File: src/rtl/cam_rd_mux.sv
// cam_rd_mux: registered N:1 CAM entry read mux with single-read and wrapping scan modes
module cam_rd_mux #(
    parameter int DATA_SIZE = 32,
    parameter int DEPTH     = 32,
    parameter int SEL_W     = $clog2(DEPTH)
) (
    input  logic                       clk,
    input  logic                       rst_n,
    input  logic [DATA_SIZE*DEPTH-1:0] d_i,
    input  logic                       req_valid,
    output logic                       req_ready,
    input  logic                       req_mode,
    input  logic [SEL_W-1:0]           req_sel,
    input  logic [SEL_W:0]             req_len,
    output logic                       out_valid,
    input  logic                       out_ready,
    output logic [DATA_SIZE-1:0]       d_o,
    output logic [SEL_W-1:0]           out_idx,
    output logic                       out_last,
    output logic                       out_err,
    output logic                       busy
);
    typedef enum logic {IDLE, RUN} state_t;
    state_t               state_q, state_d;
    logic [SEL_W-1:0]     cur_idx_q, cur_idx_d, idx_q, idx_d, ld_idx, nxt_idx;
    logic [SEL_W:0]       rem_q, rem_d, ld_rem, len_eff;
    logic [DATA_SIZE-1:0] d_q, d_d, ld_word;
    logic                 valid_q, valid_d, last_q, last_d, err_q, err_d;
    logic                 hit, load;

    // The first beat loads on the accept edge itself, so IDLE feeds the request fields straight in.
    assign len_eff   = (req_len == '0 || req_len > (SEL_W+1)'(DEPTH)) ? (SEL_W+1)'(DEPTH) : req_len;
    assign req_ready = rst_n && state_q == IDLE && (!valid_q || out_ready);
    assign ld_idx    = state_q == IDLE ? req_sel : cur_idx_q;
    assign ld_rem    = state_q == IDLE ? (req_mode ? len_eff : (SEL_W+1)'(1)) : rem_q;
    assign load      = state_q == IDLE ? (req_valid && req_ready) : (!valid_q || out_ready);
    assign nxt_idx   = (!hit || ld_idx == SEL_W'(DEPTH-1)) ? '0 : ld_idx + SEL_W'(1);

    // Entry lookup; an index with no matching entry is out of range and reads as zero.
    always_comb begin
        ld_word = '0;
        hit     = 1'b0;
        for (int k = 0; k < DEPTH; k++) begin
            if (ld_idx == SEL_W'(k)) begin
                ld_word = d_i[k*DATA_SIZE +: DATA_SIZE];
                hit     = 1'b1;
            end
        end
    end

    // Next state: load a beat whenever the output register is empty or draining.
    always_comb begin
        state_d   = state_q;
        cur_idx_d = cur_idx_q;
        rem_d     = rem_q;
        d_d       = d_q;
        idx_d     = idx_q;
        valid_d   = valid_q && !out_ready;
        last_d    = last_q;
        err_d     = err_q;
        if (load) begin
            cur_idx_d = nxt_idx;
            rem_d     = ld_rem - (SEL_W+1)'(1);
            state_d   = ld_rem == (SEL_W+1)'(1) ? IDLE : RUN;
            d_d       = ld_word;
            idx_d     = ld_idx;
            valid_d   = 1'b1;
            last_d    = ld_rem == (SEL_W+1)'(1);
            err_d     = !hit;
        end
    end

    // State and output registers with synchronous active-low reset.
    always_ff @(posedge clk) begin
        if (!rst_n) begin
            state_q   <= IDLE;
            cur_idx_q <= '0;
            rem_q     <= '0;
            d_q       <= '0;
            idx_q     <= '0;
            valid_q   <= 1'b0;
            last_q    <= 1'b0;
            err_q     <= 1'b0;
        end else begin
            state_q   <= state_d;
            cur_idx_q <= cur_idx_d;
            rem_q     <= rem_d;
            d_q       <= d_d;
            idx_q     <= idx_d;
            valid_q   <= valid_d;
            last_q    <= last_d;
            err_q     <= err_d;
        end
    end

    assign out_valid = valid_q;
    assign d_o       = d_q;
    assign out_idx   = idx_q;
    assign out_last  = last_q;
    assign out_err   = err_q;
    assign busy      = state_q == RUN;
endmodule

File: config.mk
export PLATFORM = sky130hd
export DESIGN_NAME = cam_rd_mux
export DESIGN_NICKNAME = d
export VERILOG_FILES = /design/src/rtl/cam_rd_mux.sv
export SDC_FILE = /design/constraint.sdc
export NUM_CORES = 1
export LEC_CHECK = 0
export ABC_CLOCK_PERIOD_IN_PS = 5600
export CORE_AREA = 3 3 418 420
export DETAILED_ROUTE_END_ITERATION = 6
export DIE_AREA = 0 0 421 423
export HOLD_SLACK_MARGIN = 0.02
export SYNTH_ARGS = -nofsm -noshare
export SYNTH_HDL_FRONTEND = slang
export SYNTH_SLANG_ARGS = --single-unit
File: constraint.sdc
create_clock -name clk -period 5.6 [get_ports clk]
set_clock_uncertainty 0.05 [all_clocks]
set_input_delay 0.56 -clock clk [delete_from_list [all_inputs] [get_ports clk]]
set_output_delay 0.56 -clock clk [all_outputs]
set_load 0.03 [all_outputs]
==> results_dict.tcl <==
set metrics [dict create \
    arrival_ns 5.68 \
    coreArea_um2 171000 \
    end_kind "flip-flop" \
    max_cap_violations 0 \
    nets 4135 \
    wirelength_um 223000 \
    ys_top_cells_by_area "dfxtp_1 7.8%, nand2_1 7.1%, o21ai_0 6.9%, a221oi_1 6.9%, o221ai_1 6.8%" \
    yosysTopAreaCell "dfxtp_1" \
    area_growth_pct 112 \
    synth_compound_area_frac 0.571 \
    synthSimpleGateAreaFrac 0.252 \
    cts_tree "done" \
    yosysMostFrequentCell "nand2_1" \
    final_util 0.164 \
    drv_slew 0 \
    hold-path-endpoint "rem_q[1]" \
    peakVddDrop_uv 124 \
    r2r_end "d_o[27]" \
    synth_mux_area_frac 0.00471 \
    fp.dieW_um 421 \
    ys_ff_latch 52 \
    p_leak_nw 8.93 \
    synth_xor_area_frac 0.00462 \
    drive_gt1_frac 0.0891 \
    gr-max-usage-layer "met2" \
    post_cts_resized 0 \
    vias 25300 \
    cts_sinks 52 \
    overflow 0 \
    relSlewSlack 0.00503 \
    syn_inst 2049 \
    clockRootBuffer "clkbuf_16" \
    use_met3 0.0620 \
    initialDrtViolationCount 3348 \
    io-pin-count 1082 \
    remaining_drc_errors 0 \
    grt_max_degree 57 \
    cts_buffers 5 \
    fp.dieH_um 423 \
    whs_path_depth 2 \
    hold_class "flip-flop to flip-flop" \
    r2r_setup_slack_ns 0.09 \
    grt_pass1_wl_um 276000 \
    gp_congestion 1.01 \
    whs_ns 0.428 \
    final_cell_count_no_fill 5461 \
    post-cts-setup-buffer-count 0 \
    synth.cell_area_um2 13300 \
    met1_usage 0.283 \
    fin_crit_sh 0.984 \
    start_kind "input pin" \
    synth_top_cell_area_share 0.0784 \
    io_buffer_count 1081 \
    tightest_slew_ns 1.49 \
    dpl.cell_count 5390 \
    synth_edf_count 0 \
    yosys_warnings 0 \
    dp_slack_ns -0.115 \
    rr_worst_depth 10 \
    finalHoldViolations 0 \
    synth_cell_types 93 \
    drt-pass1-iter-count 6 \
    viasPerCell 4.64 \
    start_util 0.0774 \
    synth_seq_area_share 0.0784 \
    synth_top_family_by_area "compound AO/OA/AOI/OAI gates" \
    layout_setup_ws_ns 0.0882 \
    syn-num-nets 3097 \
    cts_buffer_depth 2 \
    avgSynthCellArea_um2 6.48 \
    use_met2 0.392 \
    path_class "input pin to flip-flop" \
    ant_nets 0 \
    period_minus_slack_ns 5.51 \
    rows 152 \
    synth_common_cells "251 x nand2_1, 184 x o21ai_0, 154 x a21oi_1" \
    status "finished, final reports clean" \
    path_clk_slew_ns 0.11 \
    worstReg2RegStart "busy" \
    yosys.area_share.adder 0.00754 \
    setup_viol 0 \
    grt_pass1_vias 24500 \
    required_ns 5.77 \
    max_freq_mhz 181 \
    hold_buffers 0 \
    wl_per_cell_um 40.9 \
    crit_fanout 25 \
    ys.flop_type "dfxtp_1" \
    min-delay-start "rem_q[1]" \
    power_density_nw_per_um2 169 \
    rsz0062_at_grt "false" \
    dp_hpwl_um 197000 \
    fp.dieArea_um2 178000 \
    postSynth.asyncResetShare 0 \
    clk_latency_ns 0.36 \
    grt_util_all_layers 0.237 \
    antenna_found_initial 155 \
    htreeDepth 2 \
]
## worst max-delay path by stage
| stage | from | endpoint |
|---|---|---|
| after floorplan | busy | d_o[28] |
| after global placement | req_sel[0] | d_o[25] |
| after detailed placement | req_sel[0] | d_o[27] |
| after CTS | busy | d_o[27] |
| after global routing | busy | d_o[4] |
| final | req_sel[0] | d_o[27] |
## final cells by class
class,instances,area [um2]
timing repair buffer,1251,12200
antenna,63,158
tap,2310,2890
sequential,52,1040
inverter,20,75.1
fill,19500,143000
clock inverter,2,38.8
multi-input combinational,1757,11600
clock buffer,6,129
## kinds of logic after synthesis
family	after synthesis
buf+inv	240
simple gates	678
fa+ha+maj	8
xor+xnor	7
mux	5
flops	52
compound gates	1059
## cell usage in the layout (no fill, tap or decap), drive strengths merged, types with 8 or more instances in the layout
cell type         n
a2111oi          14
a211oi           26
a21o             10
a21oi           157
a221o            34
a221oi          106
a22o             36
a22oi            55
a2bb2oi           9
a311oi            8
a31oi            59
and2             16
and3             10
buf             171
clkdlybuf4s50  1080
dfxtp            52
diode            63
ha                8
inv              19
nand2           251
nand2b           14
nand3            59
nand4            21
nor2            129
nor2b            36
nor3             61
o211a             9
o211ai           25
o21a             23
o21ai           214
o21bai           16
o221a            11
o221ai          103
o22a             15
o22ai            63
o31a             17
o31ai            11
or4              18
## registers in the layout (all words and copies together), names as in the netlist
signal / cells
out_last: 1
d_o: 32
out_valid: 1
busy: 1
rem_q: 6
out_idx: 5
out_err: 1
cur_idx_q: 5
## stage by stage
stage	power [mW]	setup TNS [ns]	cell area, um2
finish	4.76	0	28100
global route	4.90	0	28000
CTS	4.74	0	28000
detailed placement	4.26	-0.269	27800
global placement	4.27	-0.728	27800
floorplan	1.83	0	13300
## per-layer routing
metal,vias up,wire (um),part of all wire
met5,-,349,0.0016
met4,54,12500,0.056
met3,376,18800,0.084
met2,1874,104000,0.47
met1,12600,87700,0.39
li1,10400,-,-
## power breakdown
part	total (mW)	switching (mW)	internal, mW
Sequential	0.584	0.128	0.456
Combinational	3.73	2.24	1.48
Clock	0.452	0.236	0.216
## worst max-delay path, cell delays in order
cell and delay [ns]:
clkdlybuf4s50_1 0.48, mux2i_1 0.72, inv_1 0.23, ha_4 0.36, nor2b_1 0.29, o21a_1 0.52, buf_4 0.35, a221oi_1 1.19
o21ai_0 0.17, o21ai_1 0.60, a211oi_1 0.15
Power figures use the tool's default switching activity.
